## config.mk

```make
export PLATFORM = sky130hd
export DESIGN_NAME = mem_ctrl_flat
export DESIGN_NICKNAME = d
export VERILOG_FILES = /design/src/rtl/mem_ctrl_if.sv /design/src/rtl/mem_ctrl.sv /design/src/flat_wrapper.sv
export SDC_FILE = /design/constraint.sdc
export NUM_CORES = 1
export LEC_CHECK = 0
export CAP_MARGIN = 20
export CORE_MARGIN = 2
export CORE_UTILIZATION = 40
export DETAILED_ROUTE_END_ITERATION = 8
export PLACE_DENSITY = 0.65
export RECOVER_POWER = 100
export REMOVE_ABC_BUFFERS = 1
export SLEW_MARGIN = 20
export SYNTH_ARGS = -nofsm -noshare
export SYNTH_HDL_FRONTEND = slang
export SYNTH_SLANG_ARGS = --single-unit
```

## constraint.sdc

```tcl
create_clock -name clk -period 4.1 [get_ports clk]
set_input_delay 1.025 -clock clk [delete_from_list [all_inputs] [get_ports clk]]
set_output_delay 1.025 -clock clk [all_outputs]
set_load 0.005 [all_outputs]
```

## src/rtl/mem_ctrl_if.sv

```systemverilog
// mem_ctrl_if: CPU-side request/response signals and the byte-wide memory bus
// of mem_ctrl, grouped into one bundle. The slave modport is the controller's
// view; the master modport is the view of the core/memory surrounding it.
interface mem_ctrl_if #(
  parameter int ADDR_WIDTH = 32
);
  logic                  rdy;
  logic                  flush;
  logic                  if_req;
  logic [ADDR_WIDTH-1:0] if_addr;
  logic                  if_done;
  logic [31:0]           if_data;
  logic                  ls_req;
  logic                  ls_we;
  logic [ADDR_WIDTH-1:0] ls_addr;
  logic [1:0]            ls_size;
  logic [31:0]           ls_wdata;
  logic                  ls_done;
  logic [31:0]           ls_rdata;
  logic [7:0]            mem_din;
  logic [7:0]            mem_dout;
  logic [ADDR_WIDTH-1:0] mem_a;
  logic                  mem_wr;
  logic                  io_buffer_full;

  modport slave (
    input  rdy, flush, if_req, if_addr, ls_req, ls_we, ls_addr, ls_size,
           ls_wdata, mem_din, io_buffer_full,
    output if_done, if_data, ls_done, ls_rdata, mem_dout, mem_a, mem_wr
  );

  modport master (
    output rdy, flush, if_req, if_addr, ls_req, ls_we, ls_addr, ls_size,
           ls_wdata, mem_din, io_buffer_full,
    input  if_done, if_data, ls_done, ls_rdata, mem_dout, mem_a, mem_wr
  );
endinterface

```

## src/rtl/mem_ctrl.sv

```systemverilog
// mem_ctrl: serialises 32-bit fetches and 1/2/4-byte loads/stores onto a
// single-port byte-wide memory/IO bus. Load/store wins over fetch, results are
// returned with a one-cycle done pulse, and rdy=0 freezes every register.
// Optional feature macro MEM_CTRL_IO_FULL_EN: IO-mapped stores wait in IDLE
// while io_buffer_full is high (fetches may still be accepted meanwhile).
module mem_ctrl #(
  parameter int                    ADDR_WIDTH = 32,
  parameter logic [ADDR_WIDTH-1:0] IO_BASE    = ADDR_WIDTH'(32'h30000)
) (
  input  logic     clk,
  input  logic     rst,
  mem_ctrl_if.slave bus
);

  typedef enum logic [1:0] {
    S_IDLE  = 2'd0,
    S_READ  = 2'd1,
    S_WRITE = 2'd2
  } state_t;

  state_t                r_state, w_state_nxt;
  logic [ADDR_WIDTH-1:0] r_mem_a, w_mem_a_nxt;
  logic [7:0]            r_mem_dout, w_mem_dout_nxt;
  logic                  r_mem_wr, w_mem_wr_nxt;
  logic                  r_if_done, w_if_done_nxt;
  logic                  r_ls_done, w_ls_done_nxt;
  logic [31:0]           r_if_data, w_if_data_nxt;
  logic [31:0]           r_ls_rdata, w_ls_rdata_nxt;
  logic [31:0]           r_buf, w_buf_nxt;      // bytes assembled so far
  logic [31:0]           r_wdata, w_wdata_nxt;  // latched store data
  logic [1:0]            r_last, w_last_nxt;    // index of final byte (n-1)
  logic [2:0]            r_cnt, w_cnt_nxt;      // cycles spent in READ/WRITE
  logic                  r_is_fetch, w_is_fetch_nxt;
  logic [31:0]           w_buf_ins;             // r_buf with this cycle's mem_din merged
  logic                  w_is_io;
  logic                  w_io_wait;

  // Byte count minus one; the reserved size code behaves like a word.
  function automatic logic [1:0] size_to_last(input logic [1:0] size);
    case (size)
      2'd0:    return 2'd0;
      2'd1:    return 2'd1;
      default: return 2'd3;
    endcase
  endfunction

  // Little-endian byte lane select.
  function automatic logic [7:0] pick_byte(input logic [31:0] word, input logic [1:0] idx);
    case (idx)
      2'd0:    return word[7:0];
      2'd1:    return word[15:8];
      2'd2:    return word[23:16];
      default: return word[31:24];
    endcase
  endfunction

  assign w_is_io = (bus.ls_addr >= IO_BASE);

`ifdef MEM_CTRL_IO_FULL_EN
  assign w_io_wait = bus.ls_we && w_is_io && bus.io_buffer_full;
`else
  logic w_unused_io;
  assign w_io_wait   = 1'b0;
  assign w_unused_io = ^{bus.io_buffer_full, w_is_io};
`endif

  // Merge the byte arriving now; in READ cycle j (r_cnt=j-1) mem_din holds byte j-2.
  always_comb begin
    w_buf_ins = r_buf;
    case (r_cnt)
      3'd1:    w_buf_ins[7:0]   = bus.mem_din;
      3'd2:    w_buf_ins[15:8]  = bus.mem_din;
      3'd3:    w_buf_ins[23:16] = bus.mem_din;
      3'd4:    w_buf_ins[31:24] = bus.mem_din;
      default: w_buf_ins = r_buf;
    endcase
  end

  // Next-state and next-output logic; everything holds while rdy is low.
  always_comb begin
    w_state_nxt    = r_state;
    w_mem_a_nxt    = r_mem_a;
    w_mem_dout_nxt = r_mem_dout;
    w_mem_wr_nxt   = r_mem_wr;
    w_if_done_nxt  = r_if_done;
    w_ls_done_nxt  = r_ls_done;
    w_if_data_nxt  = r_if_data;
    w_ls_rdata_nxt = r_ls_rdata;
    w_buf_nxt      = r_buf;
    w_wdata_nxt    = r_wdata;
    w_last_nxt     = r_last;
    w_cnt_nxt      = r_cnt;
    w_is_fetch_nxt = r_is_fetch;
    if (bus.rdy) begin
      w_if_done_nxt = 1'b0;
      w_ls_done_nxt = 1'b0;
      w_mem_wr_nxt  = 1'b0;
      case (r_state)
        S_IDLE: begin
          if (r_if_done || r_ls_done) begin
            // a done pulse is showing: keep at least one idle cycle
            w_state_nxt = S_IDLE;
          end else if (bus.ls_req && !w_io_wait) begin
            w_last_nxt     = size_to_last(bus.ls_size);
            w_wdata_nxt    = bus.ls_wdata;
            w_is_fetch_nxt = 1'b0;
            w_cnt_nxt      = 3'd0;
            w_buf_nxt      = 32'd0;
            w_mem_a_nxt    = bus.ls_addr;
            if (bus.ls_we) begin
              w_mem_dout_nxt = bus.ls_wdata[7:0];
              w_mem_wr_nxt   = 1'b1;
              w_state_nxt    = S_WRITE;
            end else begin
              w_state_nxt = S_READ;
            end
          end else if (bus.if_req && !bus.flush) begin
            w_last_nxt     = 2'd3;
            w_is_fetch_nxt = 1'b1;
            w_cnt_nxt      = 3'd0;
            w_buf_nxt      = 32'd0;
            w_mem_a_nxt    = bus.if_addr;
            w_state_nxt    = S_READ;
          end else begin
            w_state_nxt = S_IDLE;
          end
        end
        S_READ: begin
          if (r_is_fetch && bus.flush) begin
            // abandoned fetch: partial bytes are simply never published
            w_cnt_nxt   = 3'd0;
            w_state_nxt = S_IDLE;
          end else begin
            w_cnt_nxt = r_cnt + 3'd1;
            if (r_cnt < {1'b0, r_last}) begin
              w_mem_a_nxt = r_mem_a + {{(ADDR_WIDTH-1){1'b0}}, 1'b1};
            end else begin
              w_mem_a_nxt = r_mem_a;
            end
            if (r_cnt != 3'd0) begin
              w_buf_nxt = w_buf_ins;
            end else begin
              w_buf_nxt = r_buf;
            end
            if (r_cnt == ({1'b0, r_last} + 3'd1)) begin
              w_cnt_nxt   = 3'd0;
              w_state_nxt = S_IDLE;
              if (r_is_fetch) begin
                w_if_data_nxt = w_buf_ins;
                w_if_done_nxt = 1'b1;
              end else begin
                w_ls_rdata_nxt = w_buf_ins;
                w_ls_done_nxt  = 1'b1;
              end
            end else begin
              w_state_nxt = S_READ;
            end
          end
        end
        S_WRITE: begin
          if (r_cnt < {1'b0, r_last}) begin
            w_mem_a_nxt    = r_mem_a + {{(ADDR_WIDTH-1){1'b0}}, 1'b1};
            w_mem_dout_nxt = pick_byte(r_wdata, r_cnt[1:0] + 2'd1);
            w_mem_wr_nxt   = 1'b1;
            w_cnt_nxt      = r_cnt + 3'd1;
            w_state_nxt    = S_WRITE;
          end else begin
            w_ls_done_nxt = 1'b1;
            w_cnt_nxt     = 3'd0;
            w_state_nxt   = S_IDLE;
          end
        end
        default: begin
          w_cnt_nxt   = 3'd0;
          w_state_nxt = S_IDLE;
        end
      endcase
    end else begin
      w_state_nxt = r_state;
    end
  end

  // FSM state register.
  always_ff @(posedge clk or negedge rst) begin
    if (!rst) begin
      r_state <= S_IDLE;
    end else begin
      r_state <= w_state_nxt;
    end
  end

  // Datapath and output registers.
  always_ff @(posedge clk or negedge rst) begin
    if (!rst) begin
      r_mem_a    <= '0;
      r_mem_dout <= 8'd0;
      r_mem_wr   <= 1'b0;
      r_if_done  <= 1'b0;
      r_ls_done  <= 1'b0;
      r_if_data  <= 32'd0;
      r_ls_rdata <= 32'd0;
      r_buf      <= 32'd0;
      r_wdata    <= 32'd0;
      r_last     <= 2'd0;
      r_cnt      <= 3'd0;
      r_is_fetch <= 1'b0;
    end else begin
      r_mem_a    <= w_mem_a_nxt;
      r_mem_dout <= w_mem_dout_nxt;
      r_mem_wr   <= w_mem_wr_nxt;
      r_if_done  <= w_if_done_nxt;
      r_ls_done  <= w_ls_done_nxt;
      r_if_data  <= w_if_data_nxt;
      r_ls_rdata <= w_ls_rdata_nxt;
      r_buf      <= w_buf_nxt;
      r_wdata    <= w_wdata_nxt;
      r_last     <= w_last_nxt;
      r_cnt      <= w_cnt_nxt;
      r_is_fetch <= w_is_fetch_nxt;
    end
  end

  assign bus.mem_a    = r_mem_a;
  assign bus.mem_dout = r_mem_dout;
  assign bus.mem_wr   = r_mem_wr;
  assign bus.if_done  = r_if_done;
  assign bus.if_data  = r_if_data;
  assign bus.ls_done  = r_ls_done;
  assign bus.ls_rdata = r_ls_rdata;

endmodule
```

## src/flat_wrapper.sv

```systemverilog
// flat-port wrapper written by rule: the top's interface ports become plain ports
module mem_ctrl_flat 
#(
  parameter int                    ADDR_WIDTH = 32,
  parameter logic [ADDR_WIDTH-1:0] IO_BASE    = ADDR_WIDTH'(32'h30000)
)
  (clk, rst, bus_rdy, bus_flush, bus_if_req, bus_if_addr, bus_ls_req, bus_ls_we, bus_ls_addr, bus_ls_size, bus_ls_wdata, bus_mem_din, bus_io_buffer_full, bus_if_done, bus_if_data, bus_ls_done, bus_ls_rdata, bus_mem_dout, bus_mem_a, bus_mem_wr);
  mem_ctrl_if #(.ADDR_WIDTH(ADDR_WIDTH)) bus_i ();
  input  logic clk;
  input  logic rst;
  input wire logic [$bits(bus_i.rdy)-1:0] bus_rdy;
  input wire logic [$bits(bus_i.flush)-1:0] bus_flush;
  input wire logic [$bits(bus_i.if_req)-1:0] bus_if_req;
  input wire logic [$bits(bus_i.if_addr)-1:0] bus_if_addr;
  input wire logic [$bits(bus_i.ls_req)-1:0] bus_ls_req;
  input wire logic [$bits(bus_i.ls_we)-1:0] bus_ls_we;
  input wire logic [$bits(bus_i.ls_addr)-1:0] bus_ls_addr;
  input wire logic [$bits(bus_i.ls_size)-1:0] bus_ls_size;
  input wire logic [$bits(bus_i.ls_wdata)-1:0] bus_ls_wdata;
  input wire logic [$bits(bus_i.mem_din)-1:0] bus_mem_din;
  input wire logic [$bits(bus_i.io_buffer_full)-1:0] bus_io_buffer_full;
  output wire logic [$bits(bus_i.if_done)-1:0] bus_if_done;
  output wire logic [$bits(bus_i.if_data)-1:0] bus_if_data;
  output wire logic [$bits(bus_i.ls_done)-1:0] bus_ls_done;
  output wire logic [$bits(bus_i.ls_rdata)-1:0] bus_ls_rdata;
  output wire logic [$bits(bus_i.mem_dout)-1:0] bus_mem_dout;
  output wire logic [$bits(bus_i.mem_a)-1:0] bus_mem_a;
  output wire logic [$bits(bus_i.mem_wr)-1:0] bus_mem_wr;
  assign bus_i.rdy = bus_rdy;
  assign bus_i.flush = bus_flush;
  assign bus_i.if_req = bus_if_req;
  assign bus_i.if_addr = bus_if_addr;
  assign bus_i.ls_req = bus_ls_req;
  assign bus_i.ls_we = bus_ls_we;
  assign bus_i.ls_addr = bus_ls_addr;
  assign bus_i.ls_size = bus_ls_size;
  assign bus_i.ls_wdata = bus_ls_wdata;
  assign bus_i.mem_din = bus_mem_din;
  assign bus_i.io_buffer_full = bus_io_buffer_full;
  assign bus_if_done = bus_i.if_done;
  assign bus_if_data = bus_i.if_data;
  assign bus_ls_done = bus_i.ls_done;
  assign bus_ls_rdata = bus_i.ls_rdata;
  assign bus_mem_dout = bus_i.mem_dout;
  assign bus_mem_a = bus_i.mem_a;
  assign bus_mem_wr = bus_i.mem_wr;
  mem_ctrl #(.ADDR_WIDTH(ADDR_WIDTH), .IO_BASE(IO_BASE)) u_core (.clk(clk), .rst(rst), .bus(bus_i));
endmodule
```

==> results of run 1 <==
-- path summary, 6_finish.rpt --
kind	endpoint	cells after the start	startpoint
worst min-delay path	u_core.bus.if_data[20]	1	u_core.bus.if_data[20]
min in group asynchronous	u_core.bus.if_data[26]	1	rst
worst max-delay path	u_core.r_wdata[10]	5	bus_rdy
worst max register to register	u_core.bus.mem_a[23]	9	u_core.r_state[0]
worst min register to register	u_core.bus.if_data[20]	1	u_core.bus.if_data[20]
max in group asynchronous	u_core.r_wdata[2]	2	rst
-- cell type report --
type                       instances  share of cell area (%)
tap                              285                    2.94
timing repair buffer             234                    18.8
antenna                            1                  0.0206
multi-input combinational        596                    35.9
clock inverter                    12                    1.15
clock buffer                      19                    3.73
sequential                       179                    36.9
inverter                          18                   0.557
-- cell usage in the layout, fill, tap and decap left out, types with 3 or more instances in the layout --
| cell | n |
|---|---|
| a211oi_1 | 4 |
| a21oi_1 | 17 |
| a221oi_1 | 8 |
| a222oi_1 | 8 |
| a22o_1 | 34 |
| a22oi_1 | 3 |
| a32o_1 | 4 |
| and2_1 | 3 |
| and3_1 | 8 |
| and4_1 | 5 |
| buf_4 | 6 |
| clkbuf_1 | 3 |
| clkbuf_16 | 17 |
| clkbuf_2 | 6 |
| clkdlybuf4s50_1 | 108 |
| dfrtp_1 | 179 |
| dlygate4sd3_1 | 109 |
| ha_1 | 15 |
| inv_1 | 18 |
| inv_6 | 5 |
| mux2_1 | 29 |
| mux2_2 | 102 |
| mux2i_1 | 27 |
| nand2_1 | 128 |
| nand2b_1 | 15 |
| nand3_1 | 29 |
| nand4_1 | 8 |
| nor2_1 | 14 |
| nor2b_1 | 5 |
| nor3_1 | 7 |
| nor4_1 | 15 |
| o21ai_0 | 53 |
| o22ai_1 | 16 |
| or2_2 | 6 |
| or3_1 | 3 |
-- state kept, by name, indices dropped and copies added, names as in the netlist, 2 cells and up --
signal and count:
u_core.r_state 2, u_core.bus.mem_a 32, u_core.bus.if_data 32, u_core.r_last 2, u_core.bus.ls_rdata 32, u_core.r_buf 32, u_core.r_wdata 32, u_core.r_cnt 3
u_core.bus.mem_dout 8
-- logic make-up after synthesis --
group	share of synthesized area (%)
fa+ha+maj	2.02
mux	20.0
compound gates	12.5
simple gates	13.2
buf+inv	3.69
xor+xnor	0.270
flops	48.3
-- per-stage QoR --
step | power [mW] | instance area, um2
floorplan | 4.29 | 9000
global placement | 5.57 | 11700
detailed placement | 5.64 | 11700
CTS | 7.34 | 12300
global route | 7.63 | 12100
finish | 7.14 | 12100
-- cell usage after synthesis, drive strengths merged (16+ instances only) --
cell type and n:
o21ai 53, o22ai 16, nand3 29, dfrtp 179
mux2 131, nand2 128, mux2i 27, inv 18
a21oi 17, clkbuf 36, buf 17, a22o 34
-- worst max-delay path, stage by stage --
cell	delay (ns)
clkdlybuf4s50_1	0.51
buf_4	0.22
nand3_1	0.08
clkbuf_1	1.35
mux2_2	0.46
-- report_power, final --
group          total, mW  internal (mW)  switching (mW)
registers           2.78           2.30           0.480
clock network       1.68          0.940           0.736
logic               2.69           1.35            1.34
total               7.14           4.59            2.56
-- routing by layer --
metal  share of wire [%]  wire [um]  GRT usage (%)  vias to the layer above
met4                 1.7        427           5.85                        2
li1                    -          -              -                     3493
met1                  45      11300           28.9                     3626
met5               0.052         13              0                        -
met2                  45      11300           31.9                      273
met3                 7.6       1890           5.98                       22
==> results.sh, run 1 <==
export IMPL_gp_congestion=0.867
export IMPL_initial_core_util_pct=40.9
export IMPL_outcome="complete, but fails checks"
export IMPL_synth_area_leaders="dfrtp_1, mux2_2, nand2_1"
export IMPL_synthDistinctLibCells=57
export IMPL_die_h_um=156
export IMPL_root_buffer="clkbuf_16"
export IMPL_htree_levels=4
export IMPL_setup_viol=0
export IMPL_cts_setup_buffers=0
export IMPL_path_clk_slew_ns=0.07
export IMPL_violations="capacitance limit, slew limit"
export IMPL_startpoint_type="input pin"
export IMPL_synth_top_area_share_pct=48.3
export IMPL_wl_um=24900
export IMPL_maxSlewHeadroom_pct=-36.0
export IMPL_power_density_nw_per_um2=589
export IMPL_die_x_um=156
export IMPL_path_class="in2reg"
export IMPL_clock_latency_ns=0.43
export IMPL_syn_area_um2=9280
export IMPL_wl_per_cell_um=18.6
export IMPL_die_area_um2=24400
export IMPL_slew_viol_final=120
export IMPL_p_leak_nw=5.60
export IMPL_rsz0062_at_grt="no"
export IMPL_design_core_area_um2=22700
export IMPL_drt_iter0_markers=481
export IMPL_fin_cells=1344
export IMPL_period_minus_slack_ns=3.37
export IMPL_timing_hold_ws_ns=0.492
export IMPL_synth_edf_count=0
export IMPL_worstPathRequired_ns=4.41
export IMPL_dp_worst_setup_slack_ns=0.695
export IMPL_numCtsBuffers=17
export IMPL_synth_seq_area_share_pct=48.3
export IMPL_post_route_period_util_pct=82.1
export IMPL_cp_end_kind="flip-flop"
export IMPL_yosysWarnings=0
export IMPL_port_buffers=219
export IMPL_globalRouteOverflowTotal=0
export IMPL_grt_pass1_vias=7237
export IMPL_num_rows=55
export IMPL_area_growth_syn_to_layout_pct=30.8
export IMPL_dr_pass1_iters=5
export IMPL_setup_tns_ns=0
export IMPL_track_usage_pct=20.8
export IMPL_finalHoldViolCount=0
export IMPL_max_freq_mhz=297
export IMPL_setup_ws_ns=0.734
export IMPL_grt_antenna_before_repair=2
export IMPL_hpwlAfterDp_um=17400
export IMPL_grt_max_degree=84
export IMPL_worst_slew_pin_slew_ns=2.04
export IMPL_ant_nets=0
export IMPL_cts_tree="done"
export IMPL_drv_cap=2
export IMPL_ctsHoldBuffers=0
export IMPL_vias=7416
export IMPL_dp_cells=1312
export IMPL_hold_class="reg2reg"
export IMPL_nFillCells=2039
export IMPL_r2r_setup_slack_ns=1.01
export IMPL_arrival_ns=3.68
export IMPL_drive_above_1_share_pct=15.1
export IMPL_async_reset_ff_share_pct=100
export IMPL_synth_avg_cell_area_um2=11.0
export IMPL_syn_instance_count=846
export IMPL_grt_pass1_wl_um=39900
export IMPL_io_pins=221
export IMPL_cts_resized=0
export IMPL_finClkSkew_ns=0.0125
export IMPL_cp_max_fo=35
export IMPL_seq_area_um2=4480
export IMPL_ys_dominant_reg_cell="dfrtp_1"
export IMPL_multi_input_area_um2=4350
export IMPL_cts_buffer_depth=2
export IMPL_synth_seq_cells=179
export IMPL_yosysTopAreaCell="dfrtp_1"
export IMPL_cts_num_sinks=179
export IMPL_fin_util_pct=53.4
export IMPL_drcViolationCount=0
export IMPL_viasPerCell=5.52
export IMPL_vdd_drop_max_v=0.000334
export IMPL_nets=1175
(Power assumes the default switching activity.)
==> inputs of run 2 (changes only) <==
- PLACE_DENSITY: 0.65 -> 0.67
- clock period: 4.1 -> 3 ns (I/O delays scaled with it)
==> results.sh, run 2 (synthesized netlist as in run 1, its figures left out) <==
export IMPL_outcome="complete, no violations"
export IMPL_drv_cap=0
export IMPL_grt_max_degree=64
export IMPL_worstPathRequired_ns=3.35
export IMPL_r2r_setup_slack_ns=0.52
export IMPL_worstReg2RegStart="u_core.r_state[0]"
export IMPL_max_freq_mhz=389
export IMPL_globalRouteOverflowTotal=0
export IMPL_numCtsBuffers=17
export IMPL_combPwrFrac_pct=37.9
export IMPL_root_buffer="clkbuf_16"
export IMPL_vias=7513
export IMPL_grt_antenna_before_repair=1
export IMPL_maxSlewHeadroom_pct=3.08
export IMPL_htree_levels=4
export IMPL_startpoint_type="input pin"
export IMPL_hpwlAfterDp_um=17200
export IMPL_total_power_mw=9.81
export IMPL_wl_um=24800
export IMPL_hold_start="u_core.bus.if_data[23]"
export IMPL_power_density_nw_per_um2=801
export IMPL_path_clk_slew_ns=0.08
export IMPL_fin_util_pct=53.9
export IMPL_p_seq_share_pct=38.6
export IMPL_rr_worst_depth=6
export IMPL_dr_pass1_iters=5
export IMPL_ctsHoldBuffers=0
export IMPL_cts_num_sinks=179
export IMPL_nets=1183
export IMPL_final_common_cell="dfrtp_1"
export IMPL_critPathMaxStageDelay_ns=0.48
export IMPL_io_pins=221
export IMPL_wl_per_cell_um=18.4
export IMPL_slew_viol_final=0
export IMPL_track_usage_pct=20.7
export IMPL_num_rows=55
export IMPL_path_class="in2reg"
export IMPL_initial_core_util_pct=40.9
export IMPL_dpl_instance_area_um2=11800
export IMPL_setup_tns_ns=0
export IMPL_rsz0062_at_grt="no"
export IMPL_dp_worst_setup_slack_ns=0.156
export IMPL_period_minus_slack_ns=2.57
export IMPL_cpMaxStageDelayCell="clkdlybuf4s50_1"
export IMPL_multi_input_area_um2=4340
export IMPL_p_leak_nw=5.66
export IMPL_whs_endpoint="u_core.bus.if_data[23]"
export IMPL_seq_area_um2=4480
export IMPL_crit_family="buffers and inverters"
export IMPL_crit_path_cell_trace="clkdlybuf4s50_1 > nand2b_1 > a31oi_1 > buf_4 > clkbuf_1 > nand2_1 > or3_1 > o211ai_1"
export IMPL_port_buffers=219
export IMPL_worst_slew_pin_slew_ns=1.45
export IMPL_cp_max_fo=10
export IMPL_vdd_drop_max_v=0.000477
export IMPL_cts_setup_buffers=0
export IMPL_finClkSkew_ns=0.0182
export IMPL_drive_above_1_share_pct=15.7
export IMPL_drcViolationCount=0
export IMPL_design_core_area_um2=22700
export IMPL_nFillCells=1978
export IMPL_final_area_um2=12200
export IMPL_post_route_period_util_pct=85.7
export IMPL_p_int_mw=6.21
export IMPL_cts_buffer_depth=2
export IMPL_die_area_um2=24400
export IMPL_power_frac_clock_pct=23.5
export IMPL_holdPathStages=1
export IMPL_gp_congestion=0.828
export IMPL_cts_resized=0
export IMPL_grt_pass1_vias=7301
export IMPL_ant_nets=0
export IMPL_die_x_um=156
export IMPL_die_h_um=156
export IMPL_hold_class="reg2reg"
export IMPL_setup_viol=0
export IMPL_finalHoldViolCount=0
export IMPL_cp_end_kind="flip-flop"
export IMPL_area_growth_syn_to_layout_pct=31.9
export IMPL_viasPerCell=5.55
export IMPL_arrival_ns=2.92
export IMPL_r2r_end="u_core.r_last[0]"
export IMPL_cp_buffers_inverters=3
export IMPL_p_sw_mw=3.60
export IMPL_drt_iter0_markers=420
export IMPL_cts_tree="done"
export IMPL_mostFrequentLayoutCells="dfrtp_1, nand2_1, clkdlybuf4s50_1"
export IMPL_setup_ws_ns=0.429
export IMPL_clock_latency_ns=0.44
export IMPL_grt_pass1_wl_um=39800
export IMPL_swShare_pct=36.7
==> run 2: cell count changes in the layout (fill, tap and decap cells not counted), moves of 2 or more <==
| cell | change |
|---|---|
| buf_4 | +6 |
| clkinv_8 | +4 |
| buf_12 | +3 |
| clkbuf_8 | -2 |
| clkdlybuf4s50_1 | +2 |
| clkinvlp_4 | -2 |
| dlygate4sd3_1 | -2 |
| inv_8 | +2 |
==> run 2: worst register-to-register path, cell delays in order (launching register included) <==
cell	delay (ns)
dfrtp_1	0.40
inv_1	0.11
ha_1	0.26
nor3b_1	0.44
nand3_1	0.12
clkbuf_2	0.53
o32a_1	0.49
==> run 2: area by class of cell <==
class	instances	area share, %
tap	285	2.91
multi-input combinational	596	35.4
clock inverter	15	1.52
timing repair buffer	242	19.5
clock buffer	17	3.48
antenna	1	0.0204
inverter	18	0.552
sequential	179	36.6
==> run 2: stage by stage <==
| stage | std cells | hold WS (ns) |
|---|---|---|
| after floorplan | 793 | 0.454 |
| after global placement | 1320 | 0.487 |
| after detailed placement | 1320 | 0.491 |
| after CTS | 1352 | 0.278 |
| after global routing | 1353 | 0.505 |
| final | 1353 | 0.488 |
==> run 2: power groups by stage <==
stage	Sequential, mW	Clock (mW)	Combinational [mW]
after floorplan	3.69	0	2.17
after global placement	3.80	0	3.85
after detailed placement	3.83	0	3.92
after CTS	3.80	2.36	3.94
after global routing	3.90	2.47	4.10
final	3.78	2.31	3.72
==> run 2: how the worst max path moves through the flow <==
stage | startpoint | end | slack [ns] | cells after the start
2_1_floorplan | bus_flush | u_core.r_buf[0] | -0.57 | 4
3_3_place_gp | bus_flush | u_core.bus.mem_a[25] | 0.19 | 8
3_5_place_dp | bus_flush | u_core.bus.mem_a[25] | 0.16 | 8
4_1_cts | u_core.r_cnt[0] | u_core.bus.if_data[28] | 0.54 | 7
5_1_grt | bus_flush | u_core.bus.mem_a[25] | 0.28 | 8
6_report | bus_flush | u_core.bus.mem_a[25] | 0.43 | 8
==> run 2: routing by layer <==
metal	global-route usage, %	share of wire (%)	wire length (um)
met1	28.3	45	11200
met2	31.7	46	11400
met3	5.87	6.6	1640
met4	7.08	2.5	622
met5	0	0	0
